===== config.mk =====
export PLATFORM = sky130hd
export DESIGN_NAME = semaforo_ctrl
export DESIGN_NICKNAME = d
export VERILOG_FILES = /design/src/rtl/semaforo_ctrl.sv
export SDC_FILE = /design/constraint.sdc
export NUM_CORES = 1
export LEC_CHECK = 0
export CAP_MARGIN = 20
export CORE_MARGIN = 2
export CORE_UTILIZATION = 45
export CTS_CLUSTER_DIAMETER = 150
export CTS_CLUSTER_SIZE = 16
export DETAILED_ROUTE_END_ITERATION = 10
export PLACE_DENSITY = 0.68
export SLEW_MARGIN = 40
export SYNTH_ARGS = -nofsm -noshare
export SYNTH_HDL_FRONTEND = slang
export SYNTH_SLANG_ARGS = --single-unit

===== constraint.sdc =====
create_clock -name clk -period 3.55 [get_ports clk]
set_clock_uncertainty 0.15 [all_clocks]
set_input_delay 0.8875 -clock clk [delete_from_list [all_inputs] [get_ports clk]]
set_output_delay 0.8875 -clock clk [all_outputs]
set_load 0.01 [all_outputs]

===== src/rtl/semaforo_ctrl.sv =====
// semaforo_ctrl: two-street traffic light FSM with pedestrian green shortening.
// Define SEMAFORO_NIGHT_MODE_EN to enable the flashing-yellow NIGHT state.
module semaforo_ctrl #(
  parameter int T_GREEN  = 8,
  parameter int T_YELLOW = 3,
  parameter int T_ALLRED = 2,
  parameter int T_SHORT  = 2
) (
  input  logic       clk,
  input  logic       rst_n,
  input  logic       enb,
  input  logic       ped_req_a,
  input  logic       ped_req_b,
  input  logic       night,
  output logic [1:0] semA,
  output logic [1:0] semB,
  output logic [2:0] state
);
  localparam int TMAX = T_GREEN > T_YELLOW ? (T_GREEN > T_ALLRED ? T_GREEN : T_ALLRED)
                                           : (T_YELLOW > T_ALLRED ? T_YELLOW : T_ALLRED);
  localparam int CW = $clog2(TMAX + 1);
  localparam logic [CW-1:0] SHORT = CW'(T_SHORT - 1);
`ifdef SEMAFORO_NIGHT_MODE_EN
  localparam bit NM = 1'b1;
`else
  localparam bit NM = 1'b0;
`endif
  typedef enum logic [2:0] {
    A_GREEN = 3'd0, A_YELLOW = 3'd1, ALLRED_1 = 3'd2, B_GREEN = 3'd3,
    B_YELLOW = 3'd4, ALLRED_2 = 3'd5, NIGHT = 3'd6
  } st_t;
  st_t st, st_nx;
  logic [CW-1:0] cnt, cnt_nx;
  logic pend_a, pend_b, pend_a_nx, pend_b_nx, req_a, req_b, expired, go_night;
  logic [1:0] sem_a_nx, sem_b_nx;
`ifdef SEMAFORO_NIGHT_MODE_EN
  logic blink, blink_nx;
`endif
  function automatic logic [CW-1:0] dwell(st_t s);
    return s inside {A_GREEN, B_GREEN} ? CW'(T_GREEN - 1) :
           s inside {A_YELLOW, B_YELLOW, NIGHT} ? CW'(T_YELLOW - 1) : CW'(T_ALLRED - 1);
  endfunction
  assign state = st;
  always_comb begin
    req_a     = pend_a | ped_req_a;
    req_b     = pend_b | ped_req_b;
    expired   = cnt == '0;
    go_night  = night & NM;
    st_nx     = st;
    cnt_nx    = cnt - 1'b1;
    pend_a_nx = req_a;
    pend_b_nx = req_b;
`ifdef SEMAFORO_NIGHT_MODE_EN
    blink_nx  = blink;
`endif
    case (st)
      A_GREEN:  if (expired) st_nx = A_YELLOW; else if (req_a && cnt > SHORT) cnt_nx = SHORT;
      A_YELLOW: if (expired) st_nx = ALLRED_1;
      ALLRED_1: if (expired) st_nx = go_night ? NIGHT : B_GREEN;
      B_GREEN:  if (expired) st_nx = B_YELLOW; else if (req_b && cnt > SHORT) cnt_nx = SHORT;
      B_YELLOW: if (expired) st_nx = ALLRED_2;
      ALLRED_2: if (expired) st_nx = go_night ? NIGHT : A_GREEN;
`ifdef SEMAFORO_NIGHT_MODE_EN
      NIGHT: begin
        if (!night) st_nx = ALLRED_2;
        else if (expired) begin
          blink_nx = ~blink;
          cnt_nx   = dwell(NIGHT);
        end
      end
`endif
      default:  st_nx = ALLRED_2;
    endcase
    if (st_nx != st) cnt_nx = dwell(st_nx);
    // a request in the very cycle a green is entered survives the clear
    if (st_nx == B_GREEN && st != B_GREEN) pend_a_nx = ped_req_a;
    if (st_nx == A_GREEN && st != A_GREEN) pend_b_nx = ped_req_b;
    if (st_nx == NIGHT) {pend_a_nx, pend_b_nx} = 2'b00;
    sem_a_nx = st_nx == A_GREEN ? 2'b10 : st_nx == A_YELLOW ? 2'b01 : 2'b00;
    sem_b_nx = st_nx == B_GREEN ? 2'b10 : st_nx == B_YELLOW ? 2'b01 : 2'b00;
`ifdef SEMAFORO_NIGHT_MODE_EN
    if (st_nx == NIGHT && st != NIGHT) blink_nx = 1'b1;
    if (st_nx == NIGHT) {sem_a_nx, sem_b_nx} = {1'b0, blink_nx, 1'b0, blink_nx};
`endif
  end
  always_ff @(posedge clk or negedge rst_n) begin
    if (!rst_n) begin
      st     <= A_GREEN;
      cnt    <= dwell(A_GREEN);
      pend_a <= 1'b0;
      pend_b <= 1'b0;
      semA   <= 2'b10;
      semB   <= 2'b00;
`ifdef SEMAFORO_NIGHT_MODE_EN
      blink  <= 1'b0;
`endif
    end else if (enb) begin
      st     <= st_nx;
      cnt    <= cnt_nx;
      pend_a <= pend_a_nx;
      pend_b <= pend_b_nx;
      semA   <= sem_a_nx;
      semB   <= sem_b_nx;
`ifdef SEMAFORO_NIGHT_MODE_EN
      blink  <= blink_nx;
`endif
    end
  end
endmodule


== After elaboration in Yosys (flattened, before gate mapping) ==
Cells that the tools add are included.

* $add $sub $neg: 1
* $lt $le $gt $ge: 1
* Eq/ne operators: 11
* Mux-type cells: 23
* Bitwise gates (word level): 2
* Reductions and logical operators: 10

{| class="wikitable"
|+ Operators with widths
! kind !! number
|-
| 2-to-1 mux 3 bit || 7
|-
| 2-to-1 mux 4 bit || 5
|-
| case mux 3 bit (6 select lines) || 1
|-
| == test 3 bit, second input constant || 4
|-
| == test 3 x 2 -> 1 bit, second input constant || 3
|-
| case mux 4 bit (2 select lines) || 1
|-
| == test 3 x 1 -> 1 bit, second input constant || 2
|-
| logical NOT 3 bit || 2
|-
| 2-to-1 mux 1 bit || 6
|-
| 2-to-1 mux 2 bit || 3
|-
| nonzero test 3 bit || 2
|-
| > comparator 4 x 1 -> 1 bit, second input constant || 1
|-
| logical AND 1 bit || 4
|-
| logical NOT 4 bit || 1
|-
| subtractor 4 x 1 -> 4 bit, second input constant || 1
|-
| != test 3 x 2 -> 1 bit, second input constant || 1
|-
| != test 3 bit || 1
|-
| OR 1 bit || 2
|-
| nonzero test 2 bit || 1
|}

* Flip-flop bits (word level): 13
* Input bits: 6
* Output and inout bits: 7
* Logic and storage cells: 54

== Depth between registers and ports, before layout ==
Gate-level depths: netlist (run 1).

* Depth after elaboration: 8
* Depth in mapped cells: 7
* Mapped depth without buffers: 6

== Worst setup path before layout (run 1) ==
Ideal clock, no wire load.

* Path type: input -> register
* Start point: input ped_req_a
* End point: register cnt[2]
* Library setup time: 0.098 ns
* Arrival time: 1.693 ns
* Data required time: 3.302 ns
* Path slack: 1.608 ns
* Stages on the path: 4
* Buffers on the path: 0
* Cells stage by stage: or2_2 a21oi_4 o31ai_2 o311ai_1

* Cells in the longest elaborated chain, start to end: 6

{| class="wikitable"
|+ Ends and longest elaborated chain
! element !! RTL line !! RTL
|-
| start: declaration || 12 || <nowiki>input logic ped_req_a,</nowiki>
|-
| OR 1 bit || 45 || <nowiki>req_a = pend_a | ped_req_a;</nowiki>
|-
| logical AND 1 bit || 57 || <nowiki>A_GREEN: if (expired) st_nx = A_YELLOW; else if (req_a && cnt > SHORT) cnt_nx = SHORT;</nowiki>
|-
| 2-to-1 mux 4 bit (2 in a row) || 57 ||
|-
| case mux 4 bit (2 select lines) || 56 || <nowiki>case (st)</nowiki>
|-
| 2-to-1 mux 4 bit || 74 || <nowiki>if (st_nx != st) cnt_nx = dwell(st_nx);</nowiki>
|-
| end signal: assignment || 89 || <nowiki>cnt <= dwell(A_GREEN);</nowiki>
|-
| end signal: assignment || 99 || <nowiki>cnt <= cnt_nx;</nowiki>
|-
| end: declaration || 33 || <nowiki>logic [CW-1:0] cnt, cnt_nx;</nowiki>
|}

Every way passes these cells.
A chain may end at the register's enable or synchronous reset.

== Final worst setup path (run 1) ==
* Start point: register st[0] (netlist: state[0])
* End point: output state[0]

{| class="wikitable"
|+ RTL lines
! element !! RTL line !! RTL
|-
| start: declaration || 32 || <nowiki>st_t st, st_nx;</nowiki>
|-
| start signal: assignment || 98 || <nowiki>st <= st_nx;</nowiki>
|-
| end: declaration || 17 || <nowiki>output logic [2:0] state</nowiki>
|}

No word-level cell between the ends.

==> metrics.cfg, run 1 <==
[power]
power.density_mw_per_mm2=868.1
p_comb_share_pct=52.0
p_seq_share_pct=37.1
peakVddDrop_uv=454.7
p_int_uw=495.7
p_clk_share_pct=10.9
power_leakage_uw=0.0003836
p_sw_share_pct=43.02
netSwitchingPower_uw=374.3

[clock_tree]
clockBufferDepth=2
cts_resized=0
cts_made_buffers=3
hold_buffers=0
clk_pin_slew_ps=90
h-tree-depth=1
cts_setup_buffers=0
ctsRootBufferMaster=clkbuf_4
clock_sinks=13
tritoncts=yes
clkLatencyLatePin_ps=280

[drt]
vias=685
drt-pass1-iter-count=4
top_layer=met4
wl_met2_um=732
m1WireLength_um=875
routed-wl-met3_um=64
drcViolationCount=0
viasPerCell=5.480
totalWireLength_um=1709
drtIter0Drc=17
wl_per_cell_um=13.67
drtAntennaViolNets=0

[min_path]
hold_class=reg -> reg
min_delay_path_depth=2
hp-start=pend_b
min_to=pend_b

[synth]
synth.largest_area_cell=dfrtp_1
ys_ff_latch=13
yosysWarnings=0
ys_seq_area_share_pct=37.82
synth-async-reset-ratio_pct=100.0
synth_ff_type=dfrtp_1
synth.avg_cell_area_um2=9.704
synthMostInstantiatedCell=dfrtp_1
synth_common_cells=dfrtp_1 (9), inv_1 (6), nand2_1 (6), nor2_1 (6)
synth_area_leaders=dfrtp_1 (26%), dfstp_2 (12%), ha_1 (4.3%)
synth_edf_count=0
yosysUniqueCellTypes=39
synthCells=90
syn_nets=99
netlist_area_um2=873.3
synth_top_cell_area_share_pct=25.79

[sta]
setup_tns_ps=0
rsz0062_at_grt=false
setup_viol=0
worst_pin_slew_ps=609.0
max_slew_margin_pct=59.36
fin_ws_ps=918.6
max_freq_ghz=0.3800
min_period_over_period_pct=74.12
hold_viol=0
maxSlewViolCount=0
fin_crit_ps=2631

[die]
fp.coreArea_mm2=0.001783
die_width_um=48.06
row_count=15
fp.dieH_um=48.06
io_pins=13
initial_core_util_pct=48.98
die-area_mm2=0.002309

[grt]
antenna_found_initial=0
grt_max_degree=16
grt.overflow.total=0
first_global_vias=640
grt_use_total_pct=17.76
grt_pass1_wl_um=2815

[placement]
routabilityCongestion=0.8191
dp_slack_ps=970.1
dp_cells=121
io_buffers=11
dpl.hpwl_um=1186

[worst_setup_path]
crit_fanout=15
slowest_stage=dfrtp_1
cp-end-kind=output port
r2r_slack_ps=1550
r2r_cells=5
required_ps=2510
worst_r2r_startpoint=cnt[1]
criticalPathCategory=reg -> out
path_buf_inv=1
cp_data_arrival_time_ps=1590
path_cells=clkdlybuf4s50_1
slowest_delay_ps=680
worstReg2RegEnd=state[2]
crit_family=flip-flops
startpoint_type=register

[run]
maxCapViolations=0

[finish]
final_layout_size_suffix_gt1_share_pct=17.00
num_antenna_cells=0
areaGrowthSynthToFinish_pct=14.76
final_util_pct=56.21
fin_cells=125
layout.nets=110

[run_status]
status=finished clean

-- cells in the final DEF (no fill, tap or decap), drive strengths merged --
cell type      instances
nand3                  3
clkbuf                 4
a22o                   2
nand2b                 3
nor2                   7
o221ai                 1
o2bb2ai                3
a21oi                  5
ha                     3
dfrtp                  9
o31ai                  5
nor2b                  2
a22oi                  1
nor4                   2
mux2                   2
o311ai                 2
or3                    2
o21ai                  2
clkdlybuf4s50         11
nor3b                  1
o22a                   1
or2                    1
nand2                  6
nor3                   4
and2                   1
o21a                   1
xnor2                  3
inv                    6
a31oi                  3
dfstp                  4
-- power groups by stage --
stage | Sequential [uW] | Clock [uW] | Combinational (uW)
3_3_place_gp | 322 | 0 | 443
5_1_grt | 338 | 104 | 507
2_1_floorplan | 293 | 0 | 375
6_report | 323 | 94.9 | 452
4_1_cts | 324 | 97.0 | 455
3_5_place_dp | 325 | 0 | 452
-- worst max path at each step --
stage          cells past startpoint        to  startpoint
2_1_floorplan                      4    cnt[2]   ped_req_a
3_3_place_gp                       4    cnt[0]         enb
3_5_place_dp                       4    cnt[0]         enb
4_1_cts                            1  state[0]    state[0]
5_1_grt                            1  state[0]    state[0]
6_report                           1  state[0]    state[0]
-- flip-flops by register name, indices dropped and copies added, names as in the netlist --
name	flops
cnt	4
pend_a	1
semA	2
semB	2
pend_b	1
state	3
-- per-stage QoR --
| step | hold WS (ps) | cell area [um^2] | total power (uW) |
|---|---|---|---|
| finish | 350.6 | 1002 | 870.0 |
| global route | 358.7 | 1002 | 949.1 |
| CTS | 353.1 | 1002 | 875.2 |
| detailed placement | 331.7 | 975.9 | 777.0 |
| global placement | 321.8 | 975.9 | 765.2 |
| floorplan | 304.9 | 873.3 | 668.4 |
-- layer usage --
layer | up-vias | GRT usage (%)
met4 | 0 | 9.730
met5 | - | 0
met3 | 4 | 3.396
met1 | 318 | 25.17
li1 | 345 | -
met2 | 18 | 25.07
-- cells by family (layout without fill, tap and decap cells) --
| group | Yosys count | count (layout) | synth area share (%) |
|---|---|---|---|
| compound gates | 26 | 26 | 23.07 |
| xor+xnor | 3 | 3 | 3.009 |
| fa+ha+maj | 3 | 3 | 4.298 |
| buf+inv | 11 | 21 | 7.019 |
| flops | 13 | 13 | 37.82 |
| mux | 2 | 2 | 2.579 |
| simple gates | 32 | 32 | 22.21 |
-- final cells by class --
| class | instances | area (um^2) |
|---|---|---|
| clock buffers | 4 | 26.28 |
| flip-flops and latches | 13 | 330.3 |
| inverters | 6 | 22.52 |
| well taps | 25 | 31.28 |
| repair buffers | 11 | 110.1 |
| fillers | 175 | 780.7 |
| multi-input cells | 66 | 481.7 |
Note: power is estimated with default switching activity, not from simulation.
==> run 2, diff against run 1 <==
Clock period 3.55 ns to 2.7 ns, I/O delays scaled along.
==> run 2 against run 1 <==
  * Wire length is 3.0% lower
  * Global-route usage is 0.47 points lower
  * Clock power is 24% higher
  * Count of clock-buffer cells in the layout stayed put
  * Via count is 0.73% higher
  * Critical path depth stayed put
  * Hold slack worse by 5.8 ps
  * Die area stayed put
  * Sequential share of layout area is 0.72 points lower
  * Largest power group unchanged
==> metrics.cfg, run 2 (synthesis gave the netlist of run 1 again) <==
[power]
peakVddDrop_uv=651.9  ; +43%
power_uw=1157  ; +33%
power.density_mw_per_mm2=1129  ; +30%
power_leakage_uw=0.0003983  ; +3.8%

[grt]
grt.overflow.total=0  ; unchanged
grt_max_degree=16  ; unchanged
grt_pass1_wl_um=2829  ; +0.50%
antenna_found_initial=0  ; unchanged
grt_use_total_pct=17.29  ; -0.47 points
first_global_vias=664  ; +3.8%

[clock_tree]
cts_setup_buffers=0  ; unchanged
cts_resized=0  ; unchanged
clockBufferDepth=2  ; unchanged
ctsRootBufferMaster=clkbuf_4
hold_buffers=0  ; unchanged
clk_pin_slew_ps=80  ; about the same
clkLatencyLatePin_ps=270  ; about the same
tritoncts=yes
clock_sinks=13  ; unchanged
h-tree-depth=1  ; unchanged
cts_made_buffers=3  ; unchanged

[min_path]
hold_class=reg -> reg
min_delay_path_depth=1  ; -1
min_to=semB[1]
hp-start=semB[1]

[sta]
max_slew_margin_pct=57.03  ; -2.3 points
hold_viol=0  ; unchanged
worst_pin_slew_ps=643.8  ; +34.80 ps
min_period_over_period_pct=86.03
fin_crit_ps=2323
setup_viol=0  ; unchanged
setup_tns_ps=0  ; unchanged
rsz0062_at_grt=false
maxSlewViolCount=0  ; unchanged
max_freq_ghz=0.4305

[finish]
top_register=cnt
final_layout_size_suffix_gt1_share_pct=19.42  ; +2.4 points
fill_cells=168  ; -4.0%
num_antenna_cells=0  ; unchanged
final_common_cell=clkdlybuf4s50_1
regArea_um2=330.3  ; unchanged
areaGrowthSynthToFinish_pct=17.33
multiInputGateArea_um2=481.7  ; unchanged
layout.nets=113  ; +2.7%
largest_register_ff_count=4  ; unchanged
final_cell_mix=clkdlybuf4s50_1 (11), dfrtp_1 (9), inv_1 (6), nor2_1 (6), nand2_1 (6)

[worst_setup_path]
startpoint_type=register
worst_r2r_startpoint=cnt[1]
r2r_cells=5  ; unchanged
slowest_stage=clkdlybuf4s50_1
r2r_slack_ps=680  ; -870 ps
path_buf_inv=1  ; unchanged
cp-end-kind=output port
criticalPathCategory=reg -> out
slowest_delay_ps=620  ; -60 ps
crit_family=buffers and inverters
crit_fanout=12  ; -3
cp_data_arrival_time_ps=1500  ; -90 ps
required_ps=1880  ; -630 ps
path_cells=clkdlybuf4s50_1
worstReg2RegEnd=state[2]

[die]
io_pins=13  ; unchanged
fp.coreArea_mm2=0.001783  ; unchanged
initial_core_util_pct=48.98  ; unchanged
fp.dieH_um=48.06  ; unchanged
row_count=15  ; unchanged
die-area_mm2=0.002309  ; unchanged
die_width_um=48.06  ; unchanged

[drt]
totalWireLength_um=1658  ; -3.0%
drtAntennaViolNets=0  ; unchanged
drt-pass1-iter-count=4  ; unchanged
drcViolationCount=0  ; unchanged
viasPerCell=5.391  ; -1.6%
vias=690  ; +0.73%
drtIter0Drc=19  ; +2
wl_per_cell_um=12.95  ; -5.3%

[placement]
routabilityCongestion=0.8284  ; +1.1%
dpl.hpwl_um=1200  ; +1.2%
io_buffers=11  ; unchanged

[run]
maxCapViolations=0  ; unchanged

[run_status]
status=finished clean

run 2: changes by cell type in the layout (fill, tap and decap cells not counted):
cell   previous run  this run
buf_4             0         3
run 2: layout make-up:
cell class	count	area share, %
well taps	25	3.053
multi-input cells	66	47.01
flip-flops and latches	13	32.23
clock buffers	4	2.564
repair buffers	14	12.94
inverters	6	2.198
run 2: per-layer routing:
metal	vias up	share of wire, %	track usage [%]
met2	18	46	27.73
met5	-	0	0
li1	355	-	-
met4	0	0.48	2.703
met3	2	4.8	6.415
met1	315	49	22.62
run 2: how the worst max path moves through the flow:
| stage | depth (start not counted) | to | start |
|---|---|---|---|
| global placement | 5 | cnt[2] | ped_req_a |
| CTS | 1 | state[1] | state[1] |
| floorplan | 6 | cnt[3] | cnt[0] |
| global route | 1 | state[1] | state[1] |
| finish | 1 | state[1] | state[1] |
| detailed placement | 5 | cnt[2] | ped_req_a |
run 2: per-stage QoR:
step / hold slack, ps / util [%] / instances / cell area, um^2 / setup slack, ps
floorplan: 229.4 / - / 90 / 873.3 / 965.2
global placement: 321.8 / 56.00 / 124 / 998.5 / 459.0
detailed placement: 330.2 / 56.00 / 124 / 998.5 / 474.2
CTS: 349.4 / 57.47 / 128 / 1025 / 355.1
global route: 357.6 / 57.47 / 128 / 1025 / 290.8
finish: 344.8 / 57.47 / 128 / 1025 / 377.2
run 2: power breakdown:
| part | switching [uW] | internal (uW) |
|---|---|---|
| logic | 342 | 321 |
| clock network | 60.3 | 57.2 |
| registers | 84.1 | 292 |
| total | 486 | 670 |
==> run 3, diff against run 2 <==
Settings changed: GPL_TIMING_DRIVEN from default to 0, SKIP_LAST_GASP from default to 1.
==> run 3 against run 2 <==
  * Cell area rose by 1.6%
  * Combinational power rose by 4.7%
  * Cell count rose by 1.6%
  * Sequential power rose by 1%
  * Global-route usage rose by 1.8 points
  * Critical path depth did not move
  * Clock power rose by 4%
  * Via count rose by 1.0%
  * Core utilization rose by 0.91 points
  * Register-to-register slack improved by 60 ps
  * First-iteration DRC count fell by 21%
  * Sequential cell count did not move
  * Largest power group unchanged
  * Highest routed layer unchanged
==> metrics.cfg, run 3 (synthesis gave the netlist of run 1 again) <==
[drt]
drcViolationCount=0  ; unchanged
drtIter0Drc=15  ; -4
viasPerCell=5.362  ; -0.54%
drt-pass1-iter-count=4  ; unchanged
drtAntennaViolNets=0  ; unchanged
totalWireLength_um=1767  ; +6.6%
vias=697  ; +1.0%
wl_per_cell_um=13.59  ; +4.9%

[die]
initial_core_util_pct=48.98  ; unchanged
die-area_mm2=0.002309  ; unchanged
die_width_um=48.06  ; unchanged
io_pins=13  ; unchanged
row_count=15  ; unchanged
fp.dieH_um=48.06  ; unchanged
fp.coreArea_mm2=0.001783  ; unchanged

[run_status]
status=finished clean

[power]
power_uw=1198  ; +3.6%
netSwitchingPower_uw=507.8  ; +4.4%
p_comb_share_pct=58.0  ; +0.6 points
p_sw_share_pct=42.40  ; +0.35 points
peakVddDrop_uv=707.7  ; +8.6%
p_int_uw=689.9  ; +2.9%
power.density_mw_per_mm2=1151  ; +1.9%
p_clk_share_pct=10.3  ; about the same
p_seq_share_pct=31.8  ; -0.7 points
power_leakage_uw=0.0004068  ; +2.1%

[worst_setup_path]
slowest_stage=dfstp_2
crit_family=flip-flops
cp-end-kind=output port
startpoint_type=register
required_ps=1880  ; about the same
criticalPathCategory=reg -> out
slowest_delay_ps=540  ; -80 ps
crit_fanout=2  ; -10
cp_data_arrival_time_ps=1340  ; -160 ps
path_cells=clkdlybuf4s50_1
path_buf_inv=1  ; unchanged

[sta]
hold_viol=0  ; unchanged
fin_crit_ps=2165  ; -157.4 ps
setup_tns_ps=0  ; unchanged
worst_pin_slew_ps=604.2  ; -39.63 ps
fin_ws_ps=534.6  ; +157.4 ps
max_freq_ghz=0.4618  ; +7.3%
setup_viol=0  ; unchanged
rsz0062_at_grt=false
min_period_over_period_pct=80.20  ; -5.8 points
max_slew_margin_pct=59.60  ; +2.6 points
maxSlewViolCount=0  ; unchanged

[finish]
regArea_um2=330.3  ; unchanged
num_antenna_cells=0  ; unchanged
final_cell_mix=clkdlybuf4s50_1 (11), dfrtp_1 (9), inv_1 (6), nor2_1 (6), nand2_1 (6)
final_util_pct=58.39  ; +0.91 points
fill_cells=155  ; -7.7%
top_register=cnt
final_layout_size_suffix_gt1_share_pct=20.00  ; +0.58 points
fin_cells=130  ; +1.6%
areaGrowthSynthToFinish_pct=19.20
final_common_cell=clkdlybuf4s50_1
largest_register_ff_count=4  ; unchanged
layout.nets=115  ; +1.8%
multiInputGateArea_um2=481.7  ; unchanged

[run]
maxCapViolations=0  ; unchanged

[clock_tree]
cts_made_buffers=3  ; unchanged
cts_resized=0  ; unchanged
cts_setup_buffers=0  ; unchanged
clk_pin_slew_ps=80  ; about the same
tritoncts=yes
h-tree-depth=1  ; unchanged
ctsRootBufferMaster=clkbuf_4
hold_buffers=0  ; unchanged
clockBufferDepth=2  ; unchanged
clock_sinks=13  ; unchanged
clkLatencyLatePin_ps=280  ; about the same

[grt]
grt.overflow.total=0  ; unchanged
grt_use_total_pct=19.05  ; +1.8 points
grt_pass1_wl_um=2987  ; +5.6%
antenna_found_initial=0  ; unchanged
grt_max_degree=14  ; -2
first_global_vias=660  ; -0.60%

[placement]
dp_cells=126  ; +1.6%
io_buffers=11  ; unchanged
routabilityCongestion=0.7643  ; -7.7%
dpl.hpwl_um=1285  ; +7.1%
dp_slack_ps=458.2  ; -15.99 ps

[min_path]
hold_class=reg -> reg

==> run 3: stage by stage <==
stage | area [um^2] | hold WS [ps]
3_3_place_gp | 1015 | 323.1
3_5_place_dp | 1015 | 323.4
2_1_floorplan | 873.3 | 229.4
6_report | 1041 | 338.2
5_1_grt | 1041 | 359.2
4_1_cts | 1041 | 346.1
==> run 3: path summary, 6_finish.rpt <==
check	start	to	slack (ps)	cells after the start
min	semA[0]	semA[0]	340	1
min reg2reg	semA[0]	semA[0]	340	1
max	semA[1]	semA[1]	530	1
max reg2reg	cnt[0]	cnt[3]	740	6
min in group asynchronous	rst_n	cnt[3]	620	1
max in group asynchronous	rst_n	pend_b	1390	1
==> run 3: cell type report <==
cell class / count / area share [%]
clock buffers: 4 / 2.524
well taps: 25 / 3.005
flip-flops and latches: 13 / 31.73
multi-input cells: 66 / 46.27
plain buffers: 5 / 3.726
inverters: 6 / 2.163
repair buffers: 11 / 10.58
==> run 3: power groups by stage <==
| stage | Combinational, uW | Clock, uW | Sequential [uW] |
|---|---|---|---|
| after global routing | 773 | 140 | 394 |
| after CTS | 695 | 129 | 379 |
| after detailed placement | 688 | 0 | 382 |
| after global placement | 684 | 0 | 379 |
| after floorplan | 493 | 0 | 385 |
| final | 694 | 123 | 380 |
==> run 3: metal layers <==
| layer | track usage, % | vias to the layer above | share of wire (%) |
|---|---|---|---|
| li1 | - | 360 | - |
| met1 | 25.79 | 314 | 50 |
| met2 | 27.73 | 18 | 43 |
| met3 | 5.660 | 5 | 5.2 |
| met4 | 8.649 | 0 | 1.6 |
| met5 | 0 | - | 0 |
